### config.mk
export PLATFORM = sky130hd
export DESIGN_NAME = snn_batch_sched
export DESIGN_NICKNAME = d
export VERILOG_FILES = /design/src/rtl/snn_batch_sched.sv
export SDC_FILE = /design/constraint.sdc
export NUM_CORES = 1
export LEC_CHECK = 0
export CAP_MARGIN = 20
export CORE_ASPECT_RATIO = 1.25
export CORE_MARGIN = 3
export CORE_UTILIZATION = 45
export CTS_CLUSTER_SIZE = 10
export DETAILED_ROUTE_END_ITERATION = 6
export PLACE_DENSITY = 0.81
export SYNTH_ARGS = -nofsm -noshare
export SYNTH_HDL_FRONTEND = slang
export SYNTH_SLANG_ARGS = --single-unit
### constraint.sdc
create_clock -name clk -period 2.4 [get_ports clk]
set_clock_uncertainty 0.05 [all_clocks]
set_input_delay 0.24 -clock clk [delete_from_list [all_inputs] [get_ports clk]]
set_output_delay 0.24 -clock clk [all_outputs]
set_load 0.01 [all_outputs]
### src/rtl/snn_batch_sched.sv
// Batch scheduler sharing one snn_core across NUM_SAMPLES sample RAMs.
// Define SNN_BATCH_SCHED_TIMEOUT_EN to add the WAIT watchdog and timeout_flag.
module snn_batch_sched #(
  parameter int NUM_SAMPLES = 10,
  parameter int ADDR_W      = 10,
  parameter int CNT_W       = 5,
  parameter int TIMEOUT_CYC = 65535
) (
  input  logic                   clk,
  input  logic                   rst,
  input  logic                   go,
  input  logic [NUM_SAMPLES-1:0] sample_mask,
  output logic                   busy,
  output logic                   batch_done,
  output logic                   core_start,
  input  logic                   core_done,
  input  logic [3:0]             core_digit,
  input  logic [ADDR_W-1:0]      core_addr,
  output logic                   core_q,
  output logic [ADDR_W-1:0]      ram_addr,
  input  logic [NUM_SAMPLES-1:0] ram_q,
  output logic                   res_valid,
  input  logic                   res_ready,
  output logic [3:0]             res_index,
  output logic [3:0]             res_digit,
  output logic                   res_pass,
  output logic [CNT_W-1:0]       pass_cnt,
`ifdef SNN_BATCH_SCHED_TIMEOUT_EN
  output logic [CNT_W-1:0]       fail_cnt,
  output logic                   timeout_flag
`else
  output logic [CNT_W-1:0]       fail_cnt
`endif
);

  typedef enum logic [2:0] {
    S_IDLE,
    S_SCAN,
    S_START,
    S_WAIT,
    S_REPORT,
    S_DONE
  } state_t;

  localparam logic [3:0] LAST = 4'(NUM_SAMPLES - 1);

  state_t                 state_q, state_d;
  logic [3:0]             idx_q, idx_d;
  logic [NUM_SAMPLES-1:0] mask_q, mask_d;
  logic                   done_d_q;
  logic                   done_rise;
  logic [3:0]             index_q, index_d;
  logic [3:0]             digit_q, digit_d;
  logic                   pass_q, pass_d;
  logic [CNT_W-1:0]       pcnt_q, pcnt_d;
  logic [CNT_W-1:0]       fcnt_q, fcnt_d;

`ifdef SNN_BATCH_SCHED_TIMEOUT_EN
  localparam int WD_W = $clog2(TIMEOUT_CYC + 1);
  logic [WD_W-1:0] wd_q, wd_d;
  logic            tflag_q, tflag_d;
  assign timeout_flag = tflag_q;
`endif

  assign done_rise  = core_done & ~done_d_q;
  assign ram_addr   = core_addr;
  assign core_q     = ram_q[idx_q];
  assign busy       = (state_q != S_IDLE);
  assign batch_done = (state_q == S_DONE);
  assign core_start = (state_q == S_START);
  assign res_valid  = (state_q == S_REPORT);
  assign res_index  = index_q;
  assign res_digit  = digit_q;
  assign res_pass   = pass_q;
  assign pass_cnt   = pcnt_q;
  assign fail_cnt   = fcnt_q;

  always_comb begin
    state_d = state_q;
    idx_d   = idx_q;
    mask_d  = mask_q;
    index_d = index_q;
    digit_d = digit_q;
    pass_d  = pass_q;
    pcnt_d  = pcnt_q;
    fcnt_d  = fcnt_q;
`ifdef SNN_BATCH_SCHED_TIMEOUT_EN
    wd_d    = wd_q;
    tflag_d = tflag_q;
`endif
    unique case (state_q)
      S_IDLE: begin
        if (go) begin
          mask_d  = sample_mask;
          pcnt_d  = '0;
          fcnt_d  = '0;
          idx_d   = '0;
          state_d = S_SCAN;
`ifdef SNN_BATCH_SCHED_TIMEOUT_EN
          tflag_d = 1'b0;
`endif
        end
      end
      S_SCAN: begin
        if (mask_q[idx_q]) begin
          state_d = S_START;
        end else if (idx_q == LAST) begin
          state_d = S_DONE;
        end else begin
          idx_d = idx_q + 4'd1;
        end
      end
      S_START: begin
        state_d = S_WAIT;
`ifdef SNN_BATCH_SCHED_TIMEOUT_EN
        wd_d = '0;
`endif
      end
      S_WAIT: begin
        if (done_rise) begin
          index_d = idx_q;
          digit_d = core_digit;
          pass_d  = (core_digit == idx_q);
          state_d = S_REPORT;
          if (core_digit == idx_q) begin
            if (pcnt_q != '1) pcnt_d = pcnt_q + CNT_W'(1);
          end else begin
            if (fcnt_q != '1) fcnt_d = fcnt_q + CNT_W'(1);
          end
        end
`ifdef SNN_BATCH_SCHED_TIMEOUT_EN
        // A hung core is graded as a fail with digit F.
        else if (wd_q == WD_W'(TIMEOUT_CYC - 1)) begin
          index_d = idx_q;
          digit_d = 4'hF;
          pass_d  = 1'b0;
          tflag_d = 1'b1;
          state_d = S_REPORT;
          if (fcnt_q != '1) fcnt_d = fcnt_q + CNT_W'(1);
        end else begin
          wd_d = wd_q + WD_W'(1);
        end
`endif
      end
      S_REPORT: begin
        if (res_ready) begin
          if (idx_q == LAST) begin
            state_d = S_DONE;
          end else begin
            idx_d   = idx_q + 4'd1;
            state_d = S_SCAN;
          end
        end
      end
      S_DONE: state_d = S_IDLE;
      default: state_d = S_IDLE;
    endcase
  end

  always_ff @(posedge clk) begin
    if (rst) begin
      state_q  <= S_IDLE;
      idx_q    <= '0;
      mask_q   <= '0;
      done_d_q <= 1'b0;
      index_q  <= '0;
      digit_q  <= '0;
      pass_q   <= 1'b0;
      pcnt_q   <= '0;
      fcnt_q   <= '0;
`ifdef SNN_BATCH_SCHED_TIMEOUT_EN
      wd_q     <= '0;
      tflag_q  <= 1'b0;
`endif
    end else begin
      state_q  <= state_d;
      idx_q    <= idx_d;
      mask_q   <= mask_d;
      done_d_q <= core_done;
      index_q  <= index_d;
      digit_q  <= digit_d;
      pass_q   <= pass_d;
      pcnt_q   <= pcnt_d;
      fcnt_q   <= fcnt_d;
`ifdef SNN_BATCH_SCHED_TIMEOUT_EN
      wd_q     <= wd_d;
      tflag_q  <= tflag_d;
`endif
    end
  end

endmodule
## Yosys cells after proc, flatten, opt, wreduce, memory -nomap -nowiden

Cells that the tools add are included.

| word-level totals | value |
|---|---|
| bits in registers | 37 |
| logic and storage cells | 68 |
| output and inout port bits | 34 |

| operators by class | value |
|---|---|
| order comparisons | 1 |
| reductions and logical operators | 10 |
| bitwise operators | 2 |
| equality and inequality tests | 18 |
| add/sub/neg operators | 3 |
| mux-type cells | 25 |

Operators with widths:

| operator | number |
|---|---|
| $mux W5 | 7 |
| $pmux W5 S2 | 2 |
| $mux W3 | 6 |
| $mux W4 | 4 |
| $pmux W3 S5 | 1 |
| $ne A2 B2 Y1 const B | 7 |
| $pmux W4 S3 | 1 |
| $add A5 B1 Y5 const B | 2 |
| $ne A5 B5 Y1 const B | 2 |
| $reduce_and A5 Y1 | 2 |
| $bmux W1 S4 | 2 |
| $reduce_and A4 Y1 | 2 |
| $eq A3 B2 Y1 const B | 2 |
| $eq A3 B3 Y1 const B | 2 |
| $reduce_bool A3 Y1 | 2 |
| $lt A4 B5 Y1 const B | 1 |
| $add A4 B1 Y4 const B | 1 |
| $eq A4 B4 Y1 | 1 |
| $eq A4 B4 Y1 const B | 1 |
| $reduce_and A2 Y1 | 2 |
| $eq A3 B1 Y1 const B | 1 |
| $logic_not A3 Y1 | 1 |
| $ne A3 B3 Y1 const B | 1 |
| $mux W1 | 2 |
| 4 further kinds | 4 |

## Longest topological paths before layout

| depth | value |
|---|---|
| word-level depth | 5 |
| depth in mapped cells | 8 |

## Worst setup path before layout

OpenSTA, ideal clock, no wires.

| path | value |
|---|---|
| kind | reg-to-reg |
| start | reg fcnt_q[0], in the netlist fail_cnt[0] |
| end | reg fcnt_q[3], in the netlist fail_cnt[3] |
| required time | 2.279 ns |
| buffers on the path | 0 |
| clock period less this slack | 1.905 ns |
| arrival time | 1.784 ns |
| stages on the path, launching flop included | 7 |
| setup slack | 0.495 ns |
| path through | dfxtp_1 ha_1 and3_1 ha_1 or3b_4 or3_1 a21oi_1 |

| between the ends | value |
|---|---|
| cells in the longest elaborated chain, start to end | 5 |
| elaborated cells on any way between the ends | 8 |
| those cells by class | add/sub: 1; eq/ne: 2; mux: 4; reduce/logical: 1 |

Ends and longest elaborated chain:

| element | RTL line | RTL |
|---|---|---|
| start: declaration | 56 | `logic [CNT_W-1:0] fcnt_q, fcnt_d;` |
| start signal: assignment | 184 | `fcnt_q <= fcnt_d;` |
| $add A5 B1 Y5 | 128 | `if (fcnt_q != '1) fcnt_d = fcnt_q + CNT_W'(1);` |
| $mux W5 | 128 |  |
| $mux W5 | 125 | `if (core_digit == idx_q) begin` |
| $mux W5 | 120 | `if (done_rise) begin` |
| $pmux W5 S2 | 91 | `unique case (state_q)` |

Several ways; a longest one is shown, not always the timed one. The select of a mux whose other input is x is not followed.
A chain may end at the register's enable or synchronous reset.

## Worst setup path in the final report

| path | value |
|---|---|
| start | reg idx_q[0] |
| end | out core_q |

| between the ends | value |
|---|---|
| cells in the longest elaborated chain, start to end | 2 |

Ends and longest elaborated chain:

| element | RTL line | RTL |
|---|---|---|
| start: declaration | 48 | `logic [3:0] idx_q, idx_d;` |
| start signal: assignment | 177 | `idx_q <= idx_d;` |
| $bmux W1 S4 | 67 | `assign core_q = ram_q[idx_q];` |
| $mux W1 (not written as such) | 67 |  |
| end: declaration | 19 | `output logic core_q,` |

Every way passes these cells. The select of a mux whose other input is x is not followed.

==> impl_metrics.tcl <==
set metrics [dict create \
    status "finished clean" \
    clkSlewWorstSetupHoldPaths_ps 70 \
    syn_avg_cell_area_um2 8.197 \
    hold_viol 0 \
    place_area_mm2 0.002522 \
    drc 0 \
    core.rowCount 26 \
    ant_nets 0 \
    first_global_vias 1838 \
    cts_hold_buf 0 \
    cts-resized-gates 0 \
    clock-sinks 37 \
    ys.flop_type "dfxtp_1" \
    die_h_um 80.69 \
    grt_pass1_wl_um 7962 \
    setup_violations 0 \
    tritoncts "built" \
    path_class "flop to output pin" \
    ctsLongestPathBuffers 2 \
    grt.total_usage_pct 19.22 \
    min_period_ps 2283 \
    peakVddDrop_mv 0.4669 \
    ios 73 \
    finalInstanceArea_mm2 0.002609 \
    syn_nets 290 \
    tns_ps 0 \
    grt_start_max_net_pins 29 \
    worstMarginPinSlew_ps 517.9 \
    finalMaxSlewViolations 0 \
    dr.first_iter.drc_count 76 \
    grt_antenna_before_repair 0 \
    maxCapViolCount 0 \
    power_per_cell_area_mw_per_mm2 834.7 \
    initial_core_util_pct 47.85 \
    dr.pass1.iters 4 \
    hold_class "flop to flop" \
    holdWs_ps 402.0 \
    overflow 0 \
    ys_ff_latch 37 \
    gp_congestion 0.8043 \
    vias 1850 \
    htree_levels 2 \
    dp.final_hpwl_um 3427 \
    drive_gt1_share_pct 8.681 \
    finalNetCount 333 \
    syn-cell-area_mm2 0.002008 \
    synthArstFlopShare_pct 0 \
    die_area_mm2 0.005305 \
    rsz0062_at_grt "no" \
    avgRoutedWirePerCell_um 13.74 \
    wl_um 4725 \
    layout_commonest_cell "clkdlybuf4s50_1" \
    final_cell_mix "clkdlybuf4s50_1 (52), nand2_1 (47), dfxtp_1 (37)" \
    diodes 0 \
    cts_buffers 5 \
    viasPerCell 5.378 \
    post-cts-setup-buffer-count 0 \
    end_kind "output pin" \
    yosys_warnings 0 \
    port_buffers 52 \
    fmax_mhz 438.0 \
    cp.arrival_ps 1990 \
    setup.worst_path.start_class "flop" \
    syn2layout_area_growth_pct 29.91 \
    synth_cells 245 \
    relSlewSlack_pct 65.21 \
    core_region_area_mm2 0.004197 \
    die_x_um 65.75 \
    finalCritPeriodShare_pct 95.12 \
    required_ps 2110 \
    synth_edf_count 0 \
    power_leakage_nw 0.9415 \
    path_max_fanout 4 \
    worstSkewPairLatency_ps 280 \
    synth_cell_types 40 \
    clock-root-buffer "clkbuf_8" \
    synth_seq_area_share_pct 36.88 \
]
## area by class of cell
class | count | area [um^2]
well taps | 56 | 70.07
multi-input cells | 178 | 1105
repair buffers | 61 | 588.1
flip-flops and latches | 37 | 740.7
inverters | 5 | 18.77
clock buffers | 7 | 86.33
fillers | 371 | 1588
## worst max-delay path, stage by stage, from the launching register on
cell and delay (ps):
dfxtp_1 430, mux4_2 530, mux2i_1 150, o22ai_1 100, clkdlybuf4s50_1 500
## metal layers
metal	GRT usage, %	vias up	routed length, um	part of all wire (%)
met4	9.751	0	134	2.8
met1	21.50	860	1973	42
met2	33.70	47	2418	51
li1	-	931	-	-
met3	4.056	12	197	4.2
met5	0	-	0	0
## cells by family after synthesis
logic type      Yosys count  share of synthesized area [%]
simple gates            101                          25.23
compound gates           50                          14.70
flops                    37                          36.88
buf+inv                  30                          8.100
mux                      12                          7.414
xor+xnor                  9                          3.925
fa+ha+maj                 6                          3.738
## per-stage QoR
| step | power (mW) | cells | util, % | worst slack, ps |
|---|---|---|---|---|
| floorplan | 1.475 | 245 | - | 495.5 |
| finish | 2.178 | 344 | 62.16 | 117.1 |
| global placement | 1.734 | 337 | 60.11 | 273.0 |
| detailed placement | 1.758 | 337 | 60.11 | 238.1 |
| CTS | 2.192 | 344 | 62.16 | 98.22 |
| global route | 2.334 | 344 | 62.16 | 47.41 |
## state kept, by name, indices dropped and copies added (netlist names), 3 cells and up
name,flops
res_index,4
pass_cnt,5
res_digit,4
idx_q,4
mask_q,10
fail_cnt,5
state_q,3
## path summary, 6_finish.rpt
check / slack [ps] / to / cells past startpoint / startpoint
worst max-delay path: 120 / core_q / 4 / idx_q[0]$_SDFFE_PP0P_
worst min-delay path: 400 / mask_q[7]$_SDFFE_PP0P_ / 2 / mask_q[7]$_SDFFE_PP0P_
worst max register to register: 340 / idx_q[0]$_SDFFE_PP0P_ / 7 / idx_q[0]$_SDFFE_PP0P_
worst min register to register: 400 / mask_q[7]$_SDFFE_PP0P_ / 2 / mask_q[7]$_SDFFE_PP0P_
## power by group
part	internal [mW]	total [mW]	switching, mW
Sequential	0.696	0.801	0.105
Clock	0.228	0.432	0.204
Combinational	0.454	0.945	0.492
## synthesized netlist by cell type (all sizes together) (5+ instances only)
cell type,instances,area [um^2]
nand2,47,176.4
dfxtp,37,740.7
a21oi,30,153.9
buf,16,110.1
nor2,13,48.80
clkbuf,9,33.78
xnor2,9,78.83
nand3,8,40.04
mux2i,7,70.07
ha,6,75.07
a31oi,5,31.28
inv,5,18.77
nor3,5,25.02
o21ai,5,25.02
(Power assumes the default switching activity.)
